<file path="src/rtl/synth_core_sysid_pkg.sv">
// System-ID register bank: shared word offsets, CTRL bit positions
// and the CAPS word packing.
package synth_core_sysid_pkg;

  localparam logic [31:0] ADDR_ID      = 32'd0;
  localparam logic [31:0] ADDR_TS      = 32'd1;
  localparam logic [31:0] ADDR_CAPS    = 32'd2;
  localparam logic [31:0] ADDR_SCRATCH = 32'd3;
  localparam logic [31:0] ADDR_UPLO    = 32'd4;
  localparam logic [31:0] ADDR_UPHI    = 32'd5;
  localparam logic [31:0] ADDR_CTRL    = 32'd6;
  localparam logic [31:0] ADDR_RSVD    = 32'd7;
  localparam logic [31:0] ADDR_INFO0   = 32'd8;

  localparam int CTRL_CLR    = 0;
  localparam int CTRL_FREEZE = 1;

  function automatic logic [31:0] caps_word(
    input int          num_info,
    input int          addr_w,
    input logic [15:0] version
  );
    logic [31:0] n;
    logic [31:0] a;
    n = 32'(num_info);
    a = 32'(addr_w);
    return {n[7:0], a[7:0], version};
  endfunction

endpackage

</file>
<file path="src/rtl/synth_core_uptime_counter.sv">
// Free-running 64-bit uptime counter with clear, freeze and a
// high-word shadow captured whenever the low word is read.
module synth_core_uptime_counter (
  input  logic        clock,
  input  logic        reset,
  input  logic        clr,
  input  logic        freeze,
  input  logic        snap,
  output logic [63:0] count,
  output logic [31:0] hi_shadow
);

  logic [63:0] cnt_q;

  // Snapshot uses the pre-update count, so a LO read that coincides
  // with a clear still pairs with the matching pre-clear high word.
  always_ff @(posedge clock) begin
    if (reset) begin
      cnt_q     <= '0;
      hi_shadow <= '0;
    end else begin
      if (snap) begin
        hi_shadow <= cnt_q[63:32];
      end
      if (clr) begin
        cnt_q <= '0;
      end else if (!freeze) begin
        cnt_q <= cnt_q + 64'd1;
      end
    end
  end

  assign count = cnt_q;

endmodule

</file>
<file path="src/rtl/synth_core_sysid_regs.sv">
// Avalon-MM system-ID register bank: identity, caps, scratch,
// uptime with atomic LO/HI snapshot and constant info words.
module synth_core_sysid_regs
  import synth_core_sysid_pkg::*;
#(
  parameter int          ADDR_W      = 4,
  parameter logic [31:0] SYSTEM_ID   = 32'h5290_0001,
  parameter logic [31:0] TIMESTAMP   = 32'h0,
  parameter logic [15:0] VERSION     = 16'h0200,
  parameter int          NUM_INFO    = 4,
  parameter logic [32*(NUM_INFO > 0 ? NUM_INFO : 1)-1:0]
                         INFO_INIT   = '0,
  parameter logic [31:0] SCRATCH_RST = 32'h0
) (
  input  logic              clock,
  input  logic              reset,
  input  logic [ADDR_W-1:0] address,
  input  logic              read,
  input  logic              write,
  input  logic [31:0]       writedata,
  input  logic [3:0]        byteenable,
  output logic [31:0]       readdata,
  output logic              readdatavalid
);

  if (8 + NUM_INFO > (2 ** ADDR_W)) begin : g_map_too_big
    $error("sysid map does not fit in 2**ADDR_W words");
  end

  localparam logic [31:0] CAPS =
    caps_word(NUM_INFO, ADDR_W, VERSION);

  logic [31:0] addr_w;
  logic [31:0] scratch;
  logic        freeze;
  logic        wr_scratch;
  logic        wr_ctrl;
  logic        clr;
  logic        snap;
  logic [63:0] count;
  logic [31:0] hi_shadow;
  logic [31:0] rd_word;
  logic        unused_cnt_hi;

  assign addr_w = 32'(address);

  assign wr_scratch = write && (addr_w == ADDR_SCRATCH);
  assign wr_ctrl    = write && (addr_w == ADDR_CTRL);
  assign clr        = wr_ctrl && byteenable[0]
                      && writedata[CTRL_CLR];
  assign snap       = read && (addr_w == ADDR_UPLO);

  synth_core_uptime_counter u_cnt (
    .clock     (clock),
    .reset     (reset),
    .clr       (clr),
    .freeze    (freeze),
    .snap      (snap),
    .count     (count),
    .hi_shadow (hi_shadow)
  );

  // The live high word is only observable through the shadow.
  assign unused_cnt_hi = ^count[63:32];

  always_ff @(posedge clock) begin
    if (reset) begin
      scratch <= SCRATCH_RST;
      freeze  <= 1'b0;
    end else begin
      if (wr_scratch) begin
        for (int b = 0; b < 4; b++) begin
          if (byteenable[b]) begin
            scratch[8*b +: 8] <= writedata[8*b +: 8];
          end
        end
      end
      if (wr_ctrl && byteenable[0]) begin
        freeze <= writedata[CTRL_FREEZE];
      end
    end
  end

  always_comb begin
    rd_word = '0;
    case (addr_w)
      ADDR_ID:      rd_word = SYSTEM_ID;
      ADDR_TS:      rd_word = TIMESTAMP;
      ADDR_CAPS:    rd_word = CAPS;
      ADDR_SCRATCH: rd_word = scratch;
      ADDR_UPLO:    rd_word = count[31:0];
      ADDR_UPHI:    rd_word = hi_shadow;
      ADDR_CTRL:    rd_word = {30'd0, freeze, 1'b0};
      ADDR_RSVD:    rd_word = '0;
      default:      rd_word = '0;
    endcase
    for (int i = 0; i < NUM_INFO; i++) begin
      if (addr_w == ADDR_INFO0 + 32'(i)) begin
        rd_word = INFO_INIT[32*i +: 32];
      end
    end
  end

  always_ff @(posedge clock) begin
    if (reset) begin
      readdata      <= '0;
      readdatavalid <= 1'b0;
    end else begin
      readdatavalid <= read;
      if (read) begin
        readdata <= rd_word;
      end
    end
  end

endmodule
</file>
<file path="config.mk">
export PLATFORM = sky130hd
export DESIGN_NAME = synth_core_sysid_regs
export DESIGN_NICKNAME = d
export VERILOG_FILES = /design/src/rtl/synth_core_sysid_pkg.sv /design/src/rtl/synth_core_uptime_counter.sv /design/src/rtl/synth_core_sysid_regs.sv
export SDC_FILE = /design/constraint.sdc
export NUM_CORES = 1
export LEC_CHECK = 0
export ABC_AREA = 1
export CAP_MARGIN = 10
export CORE_MARGIN = 3
export CORE_UTILIZATION = 40
export DETAILED_ROUTE_END_ITERATION = 6
export HOLD_SLACK_MARGIN = 0.15
export PLACE_DENSITY = 0.71
export SYNTH_ARGS = -nofsm -noshare
export SYNTH_HDL_FRONTEND = slang
export SYNTH_SLANG_ARGS = --single-unit
</file>
<file path="constraint.sdc">
create_clock -name clock -period 1.75 [get_ports clock]
set_clock_uncertainty 0.1 [all_clocks]
set_input_delay 0.2625 -clock clock [delete_from_list [all_inputs] [get_ports clock]]
set_output_delay 0.2625 -clock clock [all_outputs]
set_load 0.01 [all_outputs]
</file>
==> results by group, run 1 <==
Synth
  – Synth Area in XOR/XNOR: less than 1%
  – Synth Area in Simple Gates: 37.5%
  – Synth Area per Inst: approximately 6.7 um^2
  – Post-synthesis adder-cell area fraction: less than 1%
  – Post-Synthesis Cells: between 1,000 and 1,500
  – Post-synthesis net count: 1,225
  – Fraction of registers with async set/reset: 0%
  – Post-Syn Area: ~0.0080 mm^2
  – Warnings from Yosys: 0
  – Compound-cell area share of the yosys netlist: between 10% and 20%
  – Synth Register Bits: between 150 and 200
  – Synth top area cells: dfxtp_1 41%, nand2_1 16%, a21oi_1 7.1%
  – Post-synth EDFFs: 0
  – Top FF cell, synth: dfxtp_1
  – Post-synthesis mux area share: 0%
  – Area leader, netlist: dfxtp_1
  – Top-area cell type share of the netlist area: 40.8%
  – Main combinational cell family by area after synthesis: simple AND/OR/NAND/NOR gates
  – Unique masters post-synth: 36
  – Post-synthesis sequential area ratio: between 40 and 50%

Placed design
  – Final HPWL DP: 20,300 um
  – GPL Wtd Cong: 0.952
  – Pre-CTS WS: -288 ps
  – DP Area: about 0.01 mm^2
  – Number of buffers added on ports: 76

STA
  – Final hold vios: 0
  – Period minus WS final: about 1700 ps
  – Final Cycle Share: slightly below 100%
  – Slew Limit Fails: 0
  – FMAX: between 500 and 600 MHz
  – Final setup fails: 0
  – Slew Limit Headroom: 72.2%
  – Setup WS post-layout: about 33 ps
  – RSZ-0062 raised after global routing: yes
  – Slew @ Worst Pin: 418 ps
  – Setup TNS: 0 ps

Pwr
  – Peak VDD IR: around 600 uV
  – Pwr per Cell Area: a little over 700 mW/mm^2
  – P_leak: a little under 4 nW
  – Final Power: 0.00781 W

Clock network
  – H-tree Lvls: 4
  – Worst-Skew Late Latency: between 400 and 500 ps
  – TritonCTS buffer count: 17
  – CTS tree: built
  – Clock slew at reported path FFs: 70 ps
  – CTS root buf: clkbuf_16
  – Clk sinks: 162
  – CTS Buffer Depth: 2

Critical path
  – Crit end category: primary output
  – Critical path arrival: 1350 ps
  – Crit Path Class: flop to primary output
  – CP peak stage delay: between 500 and 600 ps
  – Crit-path max FO: 2
  – CP required: 1390 ps
  – WP buf/inv: 1
  – Critical Path, Cell by Cell: clkdlybuf4s50_1
  – Family with the most delay on the worst path: buffers and inverters
  – Startpoint Class: flop
  – Slowest CP cell: clkdlybuf4s50_1

Route
  – Total wire length: 26,500 um
  – WL met2: around 12,000 um
  – M1 wire length: about 12,000 um
  – Via-to-Cell Ratio: around 5.1
  – Top Layer Used: met4
  – Post-route DRC: 0
  – Vias: 8,502
  – Drt initial violations: 682
  – Met3 wire len: ~1600 um
  – Final ANT Viol Nets: 0
  – DR WL/cell: around 16 um
  – Drt pass-1 iters: 5

Floorplan
  – CORE AREA: between 0.015 and 0.02 mm^2
  – Die Y: approximately 150 um
  – # IOs: 77
  – Die footprint: between 0.02 and 0.025 mm^2
  – Floorplan row count: 50
  – Die Wd: 147 um
  – Initial Util: between 40% and 50%

Global routing
  – GRT overflow: 0
  – GRT Overall Usage: between 20% and 30%
  – First-pass GRT wire length: 41,700 um
  – Vias in the first global route: approximately 8,000
  – Largest net degree at the start of global routing: between 90 and 100
  – Initial antenna violation count: 0

Cells and area
  – Layout cells sized above 1: between 20% and 30%
  – Most frequent cells in the layout: 326 x nand2_1, 136 x buf_4, 127 x dfxtp_1
  – Antenna cells: 0
  – Commonest non-fill, non-tap cell in the layout: nand2_1
  – # fillers: 1,848
  – Final instance area: 0.0109 mm^2
  – Fin util: a little under three fifths
  – Area Growth Syn to Fin: 37.1%
  – Net count of the finished layout: between 1,000 and 1,500

Job
  – Max Cap Viol: 0

Outcome
  – Status: finished, final reports clean

Worst hold path
  – Hold Crit Class: primary input to flop
-- kinds of logic after synthesis --
family / after synthesis
buffers and inverters: 150
AOI/OAI and AO/OA: 183
adders and majority gates: 1
and+or+nand+nor: 675
xor gates and xnor gates: 9
DFF: 162
-- cells in the mapped netlist (3+ instances only) --
master,count
a211oi_1,20
o21ai_0,24
nand3b_1,5
inv_2,7
nor3_1,17
xor2_1,7
nor2_2,21
nand3_2,4
nor2_1,145
nand3_1,83
nand2_2,18
nor2_4,12
or2_0,3
clkbuf_1,20
buf_2,15
buf_4,4
o211ai_1,5
nand2_1,338
inv_1,100
o22ai_1,5
a21oi_1,113
buf_1,3
o221ai_1,9
nand4_1,26
dfxtp_1,162
-- stage by stage --
stage          cells  hold slack, ps
2_1_floorplan   1180             306
3_3_place_gp    1607             350
3_5_place_dp    1607             352
4_1_cts         1639             216
5_1_grt         1651             244
6_report        1651             213
-- registers in the layout, indices dropped and copies added, names as in the netlist --
register	cells
freeze	1
readdata	32
readdatavalid	1
scratch	32
u_cnt.count	64
u_cnt.hi_shadow	32
-- worst register-to-register path, cell delays in order (launching register included) --
cell     delay [ps]
dfxtp_1         430
nand2_1          90
inv_1            80
nand3_1          80
nor2_1          250
nand2_1         150
nor2_1          170
nand4_1         100
nand2_1          70
nor2_1           40
-- power by group --
group	total [W]	leakage, nW	internal (W)	switching [W]
registers	0.00372	1.32	0.00371	0.0000138
clock network	0.00366	0.268	0.00200	0.00166
logic	0.000430	2.33	0.000202	0.000228
total	0.00781	3.92	0.00590	0.00190
-- final timing paths --
path	end	slack, ps	cells past startpoint	startpoint
max	readdata[9]	30	1	readdata[9]
max reg2reg	u_cnt.count[56]	70	9	u_cnt.count[46]
min	u_cnt.count[14]	210	5	reset
min reg2reg	scratch[1]	360	2	scratch[1]
-- per-layer routing --
layer | vias up | GRT usage, %
met1 | 3922 | 32.1
met3 | 51 | 4.35
met2 | 275 | 38.8
li1 | 4254 | -
met5 | - | 0
met4 | 0 | 9.27
-- timing repair --
item | CTS | global route
hold endpoints to repair | 1 | 0
pin swaps | 0 | 18
setup buffers | 0 | 12
endpoints found under the setup margin | 15 | 45
hold buffers | 1 | 0
resized for setup | 15 | 86
-- final cells by class --
class | instances | area, um^2 | area share (%)
inverters | 107 | 402 | 3.68
flip-flops and latches | 162 | 3300 | 30.2
clock buffers | 17 | 425 | 3.90
well taps | 260 | 325 | 2.98
repair buffers | 223 | 1980 | 18.2
multi-input cells | 868 | 4330 | 39.7
clock inverters | 14 | 144 | 1.32
(Power assumes the default switching activity.)
==> run 2, diff against run 1 <==
--- a/config.mk
+++ b/config.mk
@@ -9,6 +9,7 @@
 export CAP_MARGIN = 10
 export CORE_MARGIN = 3
 export CORE_UTILIZATION = 40
+export CTS_CLUSTER_SIZE = 20
 export DETAILED_ROUTE_END_ITERATION = 6
 export HOLD_SLACK_MARGIN = 0.15
 export PLACE_DENSITY = 0.71
==> results of run 2 <==
Same layout as run 1: the final DEF is identical, and so are final timing and power.
==> run 3, diff against run 2 <==
--- a/config.mk
+++ b/config.mk
@@ -12,6 +12,7 @@
 export CTS_CLUSTER_SIZE = 20
 export DETAILED_ROUTE_END_ITERATION = 6
 export HOLD_SLACK_MARGIN = 0.15
+export MAX_ROUTING_LAYER = met4
 export PLACE_DENSITY = 0.71
 export SYNTH_ARGS = -nofsm -noshare
 export SYNTH_HDL_FRONTEND = slang
==> run 3 against run 2 <==
Compared with the run above:
- clock-buffer cell count is the same
- cell count up 0.18%
- register-to-register slack got worse by 40 ps
- sequential power about the same
- hold slack worse by 12 ps
- global-route usage grew 1.2 points
- largest power group is now the clock network
==> results by group, run 3 (synthesis results as in run 1) <==
STA
  – Setup TNS: 0 ps (unchanged)
  – Slew Limit Fails: 0 (unchanged)
  – FMAX: 579 MHz (-0.52%)
  – RSZ-0062 raised after global routing: yes
  – Period minus WS final: 1730 ps (+8.90 ps)
  – Final setup fails: 0 (unchanged)
  – Final Cycle Share: 98.6% (+0.51 points)
  – Final hold vios: 0 (unchanged)
  – Slew @ Worst Pin: 551 ps (+134 ps)
  – Setup WS post-layout: 24.1 ps (-8.90 ps)
  – Slew Limit Headroom: 63.2% (-8.9 points)
  – Final Hold Slack: 201 ps (-12.3 ps)

Outcome
  – Status: finished, final reports clean

Global routing
  – GRT Overall Usage: 25.2% (+1.2 points)
  – Initial antenna violation count: 0 (unchanged)
  – Largest net degree at the start of global routing: 54 (-45%)
  – First-pass GRT wire length: 42,200 um (+1.3%)
  – GRT overflow: 0 (unchanged)
  – Vias in the first global route: 8,133 (+1.0%)

Critical path
  – Crit-path max FO: 2 (unchanged)
  – CP required: 1390 ps (about the same)
  – CP peak stage delay: 570 ps (+20 ps)
  – WP buf/inv: 1 (unchanged)
  – Startpoint Class: flop
  – Crit Path Class: flop to primary output
  – Crit end category: primary output
  – Critical Path, Cell by Cell: clkdlybuf4s50_1
  – Family with the most delay on the worst path: buffers and inverters
  – Critical path arrival: 1360 ps (about the same)
  – Slowest CP cell: clkdlybuf4s50_1

Pwr
  – P_leak: 3.96 nW (+0.91%)
  – Int Pwr: 0.00606 W (+2.7%)
  – Sw power: 0.00194 W (+2.1%)
  – Pwr per Cell Area: 732 mW/mm^2 (+2.3%)
  – Peak VDD IR: 665 uV (+10%)
  – Net Sw Frac: 24.3% (-0.11 points)
  – Register share of total power: 46.5% (-1.1 points)
  – Clk network pwr share: 48.0% (+1.2 points)
  – Combinational share of power: 5.5% (about the same)

Route
  – Drt initial violations: 733 (+7.5%)
  – Vias: 8,658 (+1.8%)
  – Final ANT Viol Nets: 0 (unchanged)
  – Total wire length: 27,100 um (+2.0%)
  – DR WL/cell: 16.4 um (+1.8%)
  – Via-to-Cell Ratio: 5.23 (+1.7%)
  – Drt pass-1 iters: 7 (+2)
  – Post-route DRC: 0 (unchanged)

Cells and area
  – Fin util: 57.1% (+0.13 points)
  – Layout cells sized above 1: 22.2% (-0.84 points)
  – Most frequent cells in the layout: 329 x nand2_1, 138 x buf_4, 135 x dfxtp_1
  – # fillers: 1,845 (-0.16%)
  – Footprint of the multi-input gates: 0.00431 mm^2 (-0.66%)
  – Area Growth Syn to Fin: 37.4%
  – Antenna cells: 0 (unchanged)
  – Commonest non-fill, non-tap cell in the layout: nand2_1
  – Net count of the finished layout: 1,427 (+0.21%)
  – Sequential cell area: 0.00328 mm^2 (-0.46%)
  – Max reg flops: 64 (unchanged)

Job
  – Max Cap Viol: 0 (unchanged)

Floorplan
  – Die Wd: 147 um (unchanged)
  – Initial Util: 41.6% (unchanged)
  – Die Y: 147 um (unchanged)
  – # IOs: 77 (unchanged)
  – CORE AREA: 0.0191 mm^2 (unchanged)
  – Die footprint: 0.0216 mm^2 (unchanged)
  – Floorplan row count: 50 (unchanged)

Placed design
  – GPL Wtd Cong: 0.977 (+2.6%)
  – Pre-CTS WS: -268 ps (+20.2 ps)
  – Number of buffers added on ports: 76 (unchanged)
  – Final HPWL DP: 20,600 um (+1.4%)

Worst hold path
  – Hold Crit Class: primary input to flop

Clock network
  – Clock slew at reported path FFs: 70 ps (about the same)
  – Worst-Skew Late Latency: 440 ps (about the same)
  – H-tree Lvls: 4 (unchanged)
  – CTS Buffer Depth: 2 (unchanged)
  – CTS root buf: clkbuf_16
  – Clk sinks: 162 (unchanged)
  – TritonCTS buffer count: 17 (unchanged)
  – Hold-fix buffers, CTS: 0 (-1)
  – CTS tree: built
run 3: changes by cell type in the layout (fill, tap and decap cells not counted), moves of 3 or more:
cell        change
clkinvlp_4      -3
dfxtp_1         +8
dfxtp_2         -6
nand2_1         +3
nor2_2          -3
run 3: cell type report:
class                      count  area share (%)
sequential                   162            30.0
tap                          260            2.98
multi-input combinational    868            39.4
inverter                     107            3.67
clock inverter                14            1.53
clock buffer                  17            3.89
timing repair buffer         226            18.5
run 3: final timing paths:
check	from	end	slack (ps)	cells past startpoint
worst max-delay path	readdata[20]	readdata[20]	20	1
worst min-delay path	reset	readdata[15]	200	3
worst max register to register	u_cnt.count[1]	u_cnt.count[31]	30	9
worst min register to register	u_cnt.hi_shadow[18]	u_cnt.hi_shadow[18]	360	2
run 3: worst min-delay path, cell delays in order:
cell and delay [ps]:
buf_2 140, buf_12 180, a21oi_1 110
run 3: power by group through the flow:
stage | clock network [W] | logic [W] | registers, W
CTS | 0.00387 | 0.000429 | 0.00372
floorplan | 0 | 0.000179 | 0.00381
global route | 0.00404 | 0.000472 | 0.00372
global placement | 0 | 0.000418 | 0.00380
detailed placement | 0 | 0.000421 | 0.00381
finish | 0.00384 | 0.000439 | 0.00372
run 3: stage by stage:
step	cells	power, W	area, um^2
after floorplan	1180	0.00399	7960
final	1654	0.00800	10900
after detailed placement	1617	0.00423	10100
after global placement	1617	0.00422	10100
after CTS	1648	0.00802	10700
after global routing	1654	0.00823	10900
run 3: per-layer routing:
metal / share of wire (%) / global-route usage (%)
met1: 43 / 32.2
met2: 48 / 41.6
met3: 6.2 / 3.67
met4: 2.6 / 7.55
met5: 0 / -
run 3: repair_timing:
| item | 4_1_cts | 5_1_grt |
|---|---|---|
| buffers inserted | 0 | 6 |
| resized for setup | 20 | 61 |
| setup endpoints to repair | 20 | 39 |
| pin swaps | 1 | 13 |
